## src/rtl/warp_ibuf.sv

```systemverilog
// warp_ibuf: fetch-to-decode instruction buffer.
// Takes one or two instructions per cycle from fetch, keeps them one per entry
// in a circular queue, and shows the two oldest to decode.
module warp_ibuf #(
   parameter  int DEPTH = 8,
   localparam int PW    = $clog2(DEPTH)
) (
   input  logic          i_clk,
   input  logic          i_rst,
   input  logic          i_input_valid,
   output logic          o_input_ready,
   input  logic [31:0]   i_inst0,
   input  logic [31:0]   i_inst1,
   input  logic [1:0]    i_compressed,
   input  logic          i_count,
   input  logic          i_flush,
   output logic [1:0]    o_valid,
   output logic [31:0]   o_inst0,
   output logic [31:0]   o_inst1,
   output logic [1:0]    o_compressed,
   input  logic [1:0]    i_deq,
   output logic [PW:0]   o_occupancy
);

   // Each entry holds {compressed flag, 32-bit instruction}.
   typedef logic [32:0] entry_t;

   entry_t        mem_q [DEPTH];
   logic [PW-1:0] rd_ptr_q, rd_ptr_d;
   logic [PW-1:0] wr_ptr_q, wr_ptr_d;
   logic [PW:0]   occ_q, occ_d;

   logic          ready;
   logic          accept;
   logic [1:0]    enq_n, deq_n;
   logic [PW-1:0] wr_p1, rd_p1;

   // Readiness looks only at registered occupancy and never credits a
   // same-cycle dequeue; held low while reset is asserted.
   assign ready  = !i_rst && (occ_q <= (PW+1)'(DEPTH - 2));
   assign accept = i_input_valid && ready && !i_flush;
   assign wr_p1  = wr_ptr_q + PW'(1);
   assign rd_p1  = rd_ptr_q + PW'(1);

   // Next-state pointers and occupancy; flush wins over enqueue and dequeue.
   always_comb begin
      enq_n    = accept ? (i_count ? 2'd2 : 2'd1) : 2'd0;
      deq_n    = 2'(i_deq[0]) + 2'(i_deq[1]);
      rd_ptr_d = rd_ptr_q + PW'(deq_n);
      wr_ptr_d = wr_ptr_q + PW'(enq_n);
      occ_d    = occ_q + (PW+1)'(enq_n) - (PW+1)'(deq_n);
      if (i_flush) begin
         rd_ptr_d = '0;
         wr_ptr_d = '0;
         occ_d    = '0;
      end
   end

   // Pointer and occupancy registers.
   always_ff @(posedge i_clk or posedge i_rst) begin
      if (i_rst) begin
         rd_ptr_q <= '0;
         wr_ptr_q <= '0;
         occ_q    <= '0;
      end else begin
         rd_ptr_q <= rd_ptr_d;
         wr_ptr_q <= wr_ptr_d;
         occ_q    <= occ_d;
      end
   end

   // Storage: inst0 at wr_ptr, inst1 at the following (wrapped) slot.
   always_ff @(posedge i_clk or posedge i_rst) begin
      if (i_rst) begin
         for (int i = 0; i < DEPTH; i++) mem_q[i] <= '0;
      end else if (accept) begin
         mem_q[wr_ptr_q] <= {i_compressed[0], i_inst0};
         if (i_count) mem_q[wr_p1] <= {i_compressed[1], i_inst1};
      end
   end

   // Read side: no bypass, slots show stale data when not valid.
   always_comb begin
      o_input_ready = ready;
      o_valid       = {occ_q >= (PW+1)'(2), occ_q >= (PW+1)'(1)};
      o_inst0       = mem_q[rd_ptr_q][31:0];
      o_inst1       = mem_q[rd_p1][31:0];
      o_compressed  = {mem_q[rd_p1][32], mem_q[rd_ptr_q][32]};
      o_occupancy   = occ_q;
   end

endmodule

```

## config.mk

```make
export PLATFORM = sky130hd
export DESIGN_NAME = warp_ibuf
export DESIGN_NICKNAME = d
export VERILOG_FILES = /design/src/rtl/warp_ibuf.sv
export SDC_FILE = /design/constraint.sdc
export NUM_CORES = 1
export LEC_CHECK = 0
export BUFFER_PORTS_ARGS = -buffer_cell sky130_fd_sc_hd__buf_4
export CAP_MARGIN = 30
export CORE_AREA = 5 5 215 217
export DETAILED_ROUTE_END_ITERATION = 8
export DIE_AREA = 0 0 220 222
export GPL_TIMING_DRIVEN = 0
export HOLD_SLACK_MARGIN = 0.02
export MAX_ROUTING_LAYER = met4
export PLACE_DENSITY_LB_ADDON = 0.12
export SLEW_MARGIN = 40
export SYNTH_ARGS = -nofsm -noshare
export SYNTH_HDL_FRONTEND = slang
export SYNTH_SLANG_ARGS = --single-unit
```

## constraint.sdc

```tcl
create_clock -name i_clk -period 28.4 [get_ports i_clk]
set_input_delay 4.26 -clock i_clk [delete_from_list [all_inputs] [get_ports i_clk]]
set_output_delay 4.26 -clock i_clk [all_outputs]
set_load 0.005 [all_outputs]
```

==> insert_results.sql, run 1 <==
INSERT INTO impl_metrics (metric_group, metric, value, unit) VALUES
('layout', 'drive_gt1_frac', '0.282', ''),
('sta', 'final.setup_skew', '0.0190', 'ns'),
('cts', 'cts_post_setup_buffers_inserted', '0', ''),
('routing', 'ant_nets', '0', ''),
('sta', 'setup_viol', '0', ''),
('grt', 'grt_util_met3', '0.102', ''),
('grt', 'grt.met1_usage', '0.418', ''),
('layout', 'post_layout_nonfiller_instances', '2200', ''),
('grt', 'met2_demand_to_capacity_share_in_global_routing', '0.460', ''),
('layout', 'area_grow_syn2layout', '16.4', '%'),
('setup_path', 'critPathMaxFanout', '3', ''),
('setup_path', 'worst-endpoint-arrival', '4.72', 'ns'),
('yosys', 'synth_cell_type_count', '47', ''),
('floorplan', 'chipWidth', '220', 'µm'),
('routing', 'routed_wirelength', '77100', 'µm'),
('power', 'switching_share', '0.339', ''),
('cts', 'cts.path.max_buffers', '3', ''),
('floorplan', 'rows', '77', ''),
('power', 'static-leakage-power', '0.00762', 'µW'),
('sta', 'setup_total_negative_slack', '0', 'ns'),
('cts', 'cts_inserted_buffers', '35', ''),
('power', 'logic_pwr_share', '0.373', ''),
('sta', 'period_minus_slack', '8.98', 'ns'),
('yosys', 'synthCells', '1425', ''),
('grt', 'wire_length_of_the_first_global_routing_pass', '112000', 'µm'),
('yosys', 'ys_dominant_reg_cell', 'sky130_fd_sc_hd__dfrtp_1', ''),
('power', 'powerDensity', '77.8', 'nW/µm²'),
('layout', 'most_frequent_standard_cell_in_the_layout_excluding_fill_and_tap_cells', 'sky130_fd_sc_hd__dfrtp_1', ''),
('yosys', 'asyncSetResetFlopFracSynth', '1.00', ''),
('power', 'p_seq_frac', '0.346', ''),
('power', 'cellInternalPower', '1040', 'µW'),
('layout', 'fillCellCount', '4098', ''),
('floorplan', 'core-area', '43900', 'µm²'),
('setup_path', 'timing.critical_path.from_type', 'input pin', ''),
('sta', 'clock.fmax', '111', 'MHz'),
('grt', 'pin_count_of_the_biggest_net_entering_global_routing', '75', ''),
('hold_path', 'min_delay_path_depth', '1', ''),
('status', 'run_status', 'complete, no violations', ''),
('cts', 'clk_pin_slew', '0.05', 'ns'),
('yosys', 'postSynthAreaPerCell', '12.2', 'µm²'),
('setup_path', 'reg2reg_setup_slack', '24.81', 'ns'),
('yosys', 'synthesis.area', '17300', 'µm²'),
('place', 'place_congestion', '0.939', ''),
('place', 'port_buffers', '113', ''),
('layout', 'multi_input_area', '9440', 'µm²'),
('routing', 'detail_route.vias_per_cell', '7.20', ''),
('routing', 'detail_route.iter0.violations', '2124', ''),
('yosys', 'ys_seq_area_frac', '0.396', ''),
('grt', 'highest_utilization_routing_layer_at_the_global_route_stage', 'met2', ''),
('place', 'place.detailed.instances', '2134', ''),
('setup_path', 'critical_path.reg2reg.endpoint', 'o_occupancy[3]', ''),
('grt', 'grt_util_all_layers', '0.318', ''),
('yosys', 'synth_edf_count', '0', ''),
('grt', 'first_global_vias', '16300', ''),
('sta', 'share_of_the_clock_period_used_by_the_worst_path', '0.316', ''),
('floorplan', 'initial_core_util', '0.394', ''),
('setup_path', 'crit_path_end', 'o_input_ready', ''),
('routing', 'drc', '0', ''),
('cts', 'cts.hold.buffers_added', '0', ''),
('sta', 'max_transition_margin', '0.372', ''),
('floorplan', 'io_pins', '146', ''),
('cts', 'cts_root_buf', 'sky130_fd_sc_hd__clkbuf_16', ''),
('hold_path', 'timing.hold.worst.class', 'register to register', ''),
('power', 'max-vdd-ir-drop', '55.5', 'µV'),
('setup_path', 'required', '24.14', 'ns'),
('job', 'maximum_capacitance_violations', '0', ''),
('yosys', 'synth_fp_nets', '1514', ''),
('routing', 'dr.pass1.iters', '7', ''),
('setup_path', 'r2r_cells', '13', ''),
('sta', 'slew_viol_final', '0', ''),
('sta', 'tightest_slew', '0.935', 'ns');
[cell families after synthesis]
family,share of synthesized area
AOI/OAI and AO/OA,0.271
xor gates and xnor gates,0.00354
adders and majority gates,0.0133
buffers and inverters,0.0608
DFF,0.396
muxes,0.214
and+or+nand+nor,0.0412
[cells in the mapped netlist, types with 29 or more instances]
master / number / area share
sky130_fd_sc_hd__dfrtp_1: 274 / 0.40
sky130_fd_sc_hd__a32oi_1: 256 / 0.13
sky130_fd_sc_hd__o2bb2ai_1: 224 / 0.11
sky130_fd_sc_hd__clkbuf_1: 137 / 0.030
sky130_fd_sc_hd__mux4_2: 132 / 0.17
sky130_fd_sc_hd__mux2_2: 66 / 0.043
sky130_fd_sc_hd__inv_1: 44 / 0.0095
sky130_fd_sc_hd__buf_2: 42 / 0.012
sky130_fd_sc_hd__nor2b_1: 42 / 0.015
sky130_fd_sc_hd__o22ai_1: 36 / 0.013
sky130_fd_sc_hd__and2_1: 33 / 0.012
sky130_fd_sc_hd__buf_1: 29 / 0.0063
[registers in the layout, indices dropped and copies added, names as in the netlist]
name         flops
mem_q          264
o_occupancy      4
rd_ptr_q         3
wr_ptr_q         3
[power by group through the flow]
stage               Combinational [µW]  Sequential (µW)  Clock (µW)
finish                             585              543         441
global route                       619              552         459
CTS                                582              540         445
detailed placement                 579              545           0
global placement                   571              542           0
floorplan                          352              521           0
[stage by stage]
step	setup WS (ns)	power (µW)	hold slack (ns)	instance area [µm²]	util
5_1_grt	19.40	1630	0.521	20200	0.459
4_1_cts	19.41	1570	0.507	20100	0.459
3_3_place_gp	12.68	1110	0.483	18900	0.431
3_5_place_dp	19.41	1120	0.495	19000	0.433
2_1_floorplan	16.59	873	0.467	17300	-
6_report	19.42	1570	0.506	20200	0.459
[area by class of cell]
class                      count  area share
timing repair buffer         117      0.0467
antenna                        3    0.000372
sequential                   274       0.340
clock buffer                  54      0.0519
buffer                       219      0.0452
tap                          592      0.0367
clock inverter                 9     0.00279
multi-input combinational    888       0.468
inverter                      44     0.00856
[per-layer routing]
metal / part of all wire / up-vias
li1: - / 6275
met1: 0.39 / 8067
met2: 0.45 / 1256
met3: 0.12 / 244
met4: 0.044 / 0
met5: 0 / -
[critical path: stages]
cell	delay, ns
sky130_fd_sc_hd__buf_4	0.14
sky130_fd_sc_hd__a211oi_1	0.17
sky130_fd_sc_hd__buf_4	0.15
[how the worst min path moves through the flow]
stage | endpoint | slack [ns]
global placement | mem_q[12] | 0.48
finish | mem_q[134] | 0.51
detailed placement | mem_q[237] | 0.49
global route | mem_q[69] | 0.52
floorplan | mem_q[0] | 0.47
CTS | mem_q[237] | 0.51
(Power assumes the default switching activity.)
==> run 2: changes to the inputs <==
- clock period: 28.4 -> 8.3 ns (I/O delays scaled with it)
==> run 2 against run 1 <==
  * Register-to-register slack worse by 20 ns
  * Largest power group unchanged
  * Utilization up 0.73 points
  * Critical path depth grew 3
  * Sequential power rose to 3.4 times the previous value
  * Die area unchanged
  * Power grew to 3.5 times the previous value
  * Highest routed layer unchanged
  * Critical path type is now register to output port
  * Clock-buffer cell count grew 2
==> insert_results.sql, run 2 (synthesis gave the netlist of run 1 again) <==
INSERT INTO impl_metrics (metric_group, metric, value, unit) VALUES
('status', 'run_status', 'complete, no violations', ''),
('routing', 'wl_per_cell', '35.1', 'µm'),
('sta', 'tightest_slew', '0.967', 'ns'),
('layout', 'number_of_nets_in_the_layout', '1678', ''),
('grt', 'wire_length_of_the_first_global_routing_pass', '112000', 'µm'),
('setup_path', 'slowest_delay', '0.69', 'ns'),
('setup_path', 'critical_path.reg2reg.endpoint', 'o_occupancy[3]', ''),
('sta', 'period_minus_slack', '4.81', 'ns'),
('setup_path', 'timing.critical_path.slowest_stage_cell', 'sky130_fd_sc_hd__buf_1', ''),
('cts', 'cts_inserted_buffers', '35', ''),
('hold_path', 'hold-path-endpoint', 'mem_q[37]', ''),
('cts', 'cts_post_setup_buffers_inserted', '0', ''),
('cts', 'worst_skew_pair.late_latency', '0.56', 'ns'),
('layout', 'post_layout_nonfiller_instances', '2209', ''),
('floorplan', 'rows', '77', ''),
('grt', 'first_global_vias', '16200', ''),
('setup_path', 'worst-endpoint-arrival', '3.56', 'ns'),
('setup_path', 'required', '7.05', 'ns'),
('hold_path', 'worst_hold_startpoint', 'mem_q[37]', ''),
('cts', 'clock_sink_count', '274', ''),
('routing', 'dr.pass1.iters', '6', ''),
('setup_path', 'crit_family', 'buffers and inverters', ''),
('routing', 'via_count', '16000', ''),
('cts', 'cts.path.max_buffers', '3', ''),
('floorplan', 'chipWidth', '220', 'µm'),
('floorplan', 'io_pins', '146', ''),
('routing', 'ant_nets', '0', ''),
('cts', 'clock_tree.htree_level_count', '2', ''),
('grt', 'global_route.overflow_total', '0', ''),
('routing', 'routed_wirelength', '77600', 'µm'),
('sta', 'final.setup_skew', '0.0140', 'ns'),
('grt', 'antenna_found_initial', '2', ''),
('hold_path', 'timing.hold.worst.class', 'register to register', ''),
('place', 'place.detailed.instances', '2144', ''),
('sta', 'grt_setup_unrepaired', 'no', ''),
('layout', 'drive_gt1_frac', '0.287', ''),
('power', 'static-leakage-power', '0.00776', 'µW'),
('sta', 'slew_viol_final', '0', ''),
('grt', 'grt_util_all_layers', '0.320', ''),
('setup_path', 'reg2reg_setup_slack', '4.67', 'ns'),
('sta', 'finalHoldViolCount', '0', ''),
('cts', 'clk_pin_slew', '0.06', 'ns'),
('sta', 'clock.fmax', '208', 'MHz'),
('cts', 'cts.hold.buffers_added', '0', ''),
('place', 'place_congestion', '0.944', ''),
('floorplan', 'dieHeight', '222', 'µm'),
('routing', 'drc', '0', ''),
('setup_path', 'critPathMaxFanout', '10', ''),
('sta', 'max_transition_margin', '0.356', ''),
('setup_path', 'r2r_cells', '13', ''),
('floorplan', 'area_of_the_die', '48800', 'µm²'),
('layout', 'area_grow_syn2layout', '18.3', '%'),
('sta', 'share_of_the_clock_period_used_by_the_worst_path', '0.579', ''),
('setup_path', 'timing.critical_path.from_type', 'register', ''),
('setup_path', 'crit_path_cell_trace', 'ha_1, buf_1, clkbuf_2, mux4_2, mux2_2, buf_4', ''),
('setup_path', 'timing.critical_path.buf_inv', '3', ''),
('setup_path', 'worst_r2r_startpoint', 'o_occupancy[3]', ''),
('layout', 'commonest_cells_after_routing_fill_and_taps_aside', '274 x sky130_fd_sc_hd__dfrtp_1, 256 x sky130_fd_sc_hd__a32oi_1, 224 x sky130_fd_sc_hd__o2bb2ai_1, 132 x sky130_fd_sc_hd__mux4_2, 131 x sky130_fd_sc_hd__clkbuf_1', ''),
('cts', 'cts_root_buf', 'sky130_fd_sc_hd__clkbuf_16', ''),
('place', 'detailedPlacementHpwl', '52000', 'µm'),
('layout', 'largest_register_ffs', '264', ''),
('floorplan', 'initial_core_util', '0.394', ''),
('layout', 'regMostFlops', 'mem_q', ''),
('sta', 'setup_total_negative_slack', '0', 'ns'),
('cts', 'tritoncts', 'yes', ''),
('layout', 'fin_util', '0.467', ''),
('job', 'maximum_capacitance_violations', '0', ''),
('place', 'port_buffers', '113', ''),
('routing', 'detail_route.vias_per_cell', '7.26', ''),
('setup_path', 'timing.critical_path.to_type', 'output port', ''),
('cts', 'cts_repair_resize_count', '0', ''),
('floorplan', 'core-area', '43900', 'µm²'),
('hold_path', 'min_delay_path_depth', '1', ''),
('setup_path', 'critPathKind', 'register to output port', ''),
('layout', 'most_frequent_standard_cell_in_the_layout_excluding_fill_and_tap_cells', 'sky130_fd_sc_hd__dfrtp_1', ''),
('layout', 'fillCellCount', '4160', ''),
('power', 'powerDensity', '268', 'nW/µm²'),
('grt', 'pin_count_of_the_biggest_net_entering_global_routing', '24', ''),
('routing', 'detail_route.iter0.violations', '2007', ''),
('power', 'max-vdd-ir-drop', '168', 'µV'),
('sta', 'setup_viol', '0', '');
## run 2: how the worst max path moves through the flow
stage                     start             end  cells past startpoint
global route        rd_ptr_q[1]     o_inst1[22]                      6
finish              rd_ptr_q[1]     o_inst1[30]                      6
global placement          i_rst      mem_q[113]                      2
detailed placement      i_flush  o_occupancy[3]                     12
floorplan                 i_rst        mem_q[0]                      1
CTS                 rd_ptr_q[1]     o_inst1[30]                      6
## run 2: stage by stage
step	hold slack, ns	instance area (µm²)	setup WS (ns)	power (µW)
2_1_floorplan	0.467	17300	3.43	2990
3_3_place_gp	0.484	18900	1.32	3810
3_5_place_dp	0.491	19300	3.98	3860
4_1_cts	0.507	20500	3.55	5460
5_1_grt	0.523	20500	3.48	5670
6_report	0.507	20500	3.49	5490
## run 2: per-layer routing
| layer | vias up | wire, µm | track usage |
|---|---|---|---|
| li1 | 6305 | - | - |
| met1 | 8221 | 30700 | 0.429 |
| met2 | 1236 | 34100 | 0.456 |
| met3 | 275 | 9020 | 0.0888 |
| met4 | 0 | 3710 | 0.137 |
| met5 | - | 0 | - |
## run 2: area by class of cell
type	instances	area (µm²)	area share
Multi-Input combinational cell	888	9440	0.461
Inverter	44	169	0.00824
Clock buffer	56	1130	0.0550
Antenna cell	2	5.00	0.000244
Clock inverter	7	62.6	0.00305
Timing Repair Buffer	127	1190	0.0580
Sequential cell	274	6860	0.334
Tap cell	592	741	0.0361
Buffer	219	908	0.0443
## run 2: power breakdown
part           switching [µW]  total, µW  internal (µW)
clock network             652       1610            961
logic                     945       2010           1070
registers                 243       1860           1620
total                    1840       5490           3640
==> run 3: changes to the inputs <==
- clock period: 8.3 -> 3.9 ns (I/O delays scaled with it)
==> run 3 against run 2 <==
  * Register-to-register slack worse by 4.4 ns
  * Critical path depth up 1
  * Power up 110%
  * Critical path type unchanged
  * Critical endpoint is now o_inst0[30]
  * Largest power group unchanged
==> insert_results.sql, run 3 (synthesis gave the netlist of run 1 again) <==
INSERT INTO impl_metrics (metric_group, metric, value, unit) VALUES
('grt', 'global_route.overflow_total', '0', ''),
('grt', 'wire_length_of_the_first_global_routing_pass', '112000', 'µm'),
('grt', 'antenna_found_initial', '2', ''),
('setup_path', 'critPathMaxFanout', '10', ''),
('setup_path', 'crit_path_end', 'o_inst0[30]', ''),
('layout', 'largest_register_ffs', '264', ''),
('grt', 'pin_count_of_the_biggest_net_entering_global_routing', '24', ''),
('floorplan', 'initial_core_util', '0.394', ''),
('cts', 'tritoncts', 'yes', ''),
('routing', 'ant_nets', '0', ''),
('cts', 'clock_tree.htree_level_count', '2', ''),
('routing', 'dr.pass1.iters', '5', ''),
('routing', 'detail_route.iter0.violations', '2039', ''),
('floorplan', 'io_pins', '146', ''),
('setup_path', 'timing.critical_path.from_type', 'register', ''),
('floorplan', 'core-area', '43900', 'µm²'),
('job', 'maximum_capacitance_violations', '0', ''),
('place', 'detailedPlacementHpwl', '52000', 'µm'),
('sta', 'period_minus_slack', '3.80', 'ns'),
('power', 'post-layout-total-power', '11700', 'µW'),
('grt', 'first_global_vias', '16200', ''),
('floorplan', 'area_of_the_die', '48800', 'µm²'),
('sta', 'fin_worst_hold_slack', '0.0408', 'ns'),
('sta', 'clock.fmax', '263', 'MHz'),
('cts', 'cts_root_buf', 'sky130_fd_sc_hd__clkbuf_16', ''),
('power', 'static-leakage-power', '0.00777', 'µW'),
('cts', 'cts_post_setup_buffers_inserted', '0', ''),
('cts', 'cts.path.max_buffers', '3', ''),
('cts', 'clock_sink_count', '274', ''),
('setup_path', 'r2r_cells', '13', ''),
('status', 'run_status', 'complete, no violations', ''),
('setup_path', 'timing.critical_path.to_type', 'output port', ''),
('sta', 'tightest_slew', '0.953', 'ns'),
('sta', 'finalHoldViolCount', '0', ''),
('layout', 'fin_util', '0.467', ''),
('setup_path', 'critical_path.reg2reg.endpoint', 'o_occupancy[3]', ''),
('floorplan', 'dieHeight', '222', 'µm'),
('setup_path', 'worst_r2r_startpoint', 'o_occupancy[3]', ''),
('floorplan', 'rows', '77', ''),
('routing', 'detail_route.vias_per_cell', '7.23', ''),
('setup_path', 'worst-endpoint-arrival', '3.22', 'ns'),
('routing', 'wl_per_cell', '35.1', 'µm'),
('routing', 'via_count', '16000', ''),
('setup_path', 'reg2reg_setup_slack', '0.29', 'ns'),
('routing', 'drc', '0', ''),
('cts', 'cts_inserted_buffers', '35', ''),
('layout', 'number_of_nets_in_the_layout', '1678', ''),
('layout', 'most_frequent_standard_cell_in_the_layout_excluding_fill_and_tap_cells', 'sky130_fd_sc_hd__dfrtp_1', ''),
('place', 'place_congestion', '0.944', ''),
('layout', 'area_grow_syn2layout', '18.4', '%'),
('layout', 'regMostFlops', 'mem_q', ''),
('layout', 'drive_gt1_frac', '0.289', ''),
('sta', 'post_route_setup_slack', '0.0995', 'ns'),
('floorplan', 'chipWidth', '220', 'µm'),
('sta', 'setup_total_negative_slack', '0', 'ns'),
('sta', 'max_transition_margin', '0.365', ''),
('place', 'port_buffers', '113', ''),
('cts', 'clk_pin_slew', '0.06', 'ns'),
('grt', 'grt_util_all_layers', '0.320', ''),
('setup_path', 'critPathKind', 'register to output port', ''),
('power', 'max-vdd-ir-drop', '358', 'µV'),
('place', 'pre_cts_ws', '0.242', 'ns'),
('sta', 'grt_setup_unrepaired', 'no', ''),
('sta', 'share_of_the_clock_period_used_by_the_worst_path', '0.974', ''),
('hold_path', 'timing.hold.worst.class', 'input pin to asynchronous set/reset pin', ''),
('sta', 'slew_viol_final', '0', ''),
('cts', 'worst_skew_pair.late_latency', '0.55', 'ns'),
('routing', 'routed_wirelength', '77600', 'µm'),
('sta', 'setup_viol', '0', ''),
('sta', 'final.setup_skew', '0.00997', 'ns'),
('setup_path', 'required', '3.31', 'ns'),
('layout', 'commonest_cells_after_routing_fill_and_taps_aside', '274 x sky130_fd_sc_hd__dfrtp_1, 256 x sky130_fd_sc_hd__a32oi_1, 224 x sky130_fd_sc_hd__o2bb2ai_1, 132 x sky130_fd_sc_hd__mux4_2, 130 x sky130_fd_sc_hd__clkbuf_1', ''),
('power', 'powerDensity', '569', 'nW/µm²'),
('setup_path', 'worst_setup_path_startpoint', 'rd_ptr_q[0]', '');
run 3: changes by cell type in the layout (fill, tap and decap cells not counted), sizes merged:
cell    before  now
clkbuf     205  206
buf        197  196
run 3: worst min path at each step:
stage | to | slack [ns] | cells after the start
2_1_floorplan | mem_q[0] | 0.47 | 1
5_1_grt | rd_ptr_q[0] | 0.07 | 2
4_1_cts | o_occupancy[3] | 0.04 | 2
3_5_place_dp | mem_q[63] | 0.49 | 1
3_3_place_gp | mem_q[37] | 0.48 | 1
6_report | o_occupancy[2] | 0.04 | 2
run 3: critical path, stage by stage (launching register included):
cell and delay, ns:
sky130_fd_sc_hd__dfrtp_1 0.47, sky130_fd_sc_hd__clkbuf_1 0.35, sky130_fd_sc_hd__buf_4 0.32, sky130_fd_sc_hd__buf_2 0.39, sky130_fd_sc_hd__buf_4 0.32, sky130_fd_sc_hd__mux4_2 0.34
sky130_fd_sc_hd__mux2_2 0.31, sky130_fd_sc_hd__buf_4 0.15
run 3: layer usage:
layer | vias to the layer above | wire (µm) | GRT usage
met5 | - | 0 | -
met1 | 8173 | 31100 | 0.430
met3 | 269 | 8660 | 0.0870
met4 | 0 | 3660 | 0.137
met2 | 1247 | 34200 | 0.457
li1 | 6292 | - | -
run 3: cell type report:
class	instances	area, µm²
Clock buffer	56	1130
Tap cell	592	741
Timing Repair Buffer	127	1190
Fill cell	4156	23400
Multi-Input combinational cell	888	9440
Clock inverter	7	62.6
Sequential cell	274	6860
Buffer	219	922
Inverter	44	169
Antenna cell	2	5.00
run 3: repair_timing:
| action | in CTS | in global routing |
|---|---|---|
| gates resized for setup | 6 | 1 |
| setup endpoints to repair | 50 | 5 |
| pin swaps | 0 | 0 |
| hold buffers | 0 | 0 |
| cloned | 0 | 0 |
run 3: report_power, final:
| part | internal, µW | leakage [µW] | total, µW | switching [µW] |
|---|---|---|---|---|
| combinational | 2270 | 0.00360 | 4290 | 2010 |
| sequential | 3440 | 0.00358 | 3960 | 517 |
| clock | 2040 | 0.000590 | 3420 | 1380 |
| total | 7760 | 0.00777 | 11700 | 3910 |
run 3: per-stage QoR:
| step | instance area [µm²] | instances |
|---|---|---|
| floorplan | 17300 | 1425 |
| global placement | 18900 | 2130 |
| detailed placement | 19300 | 2144 |
| CTS | 20500 | 2207 |
| global route | 20500 | 2209 |
| finish | 20500 | 2209 |
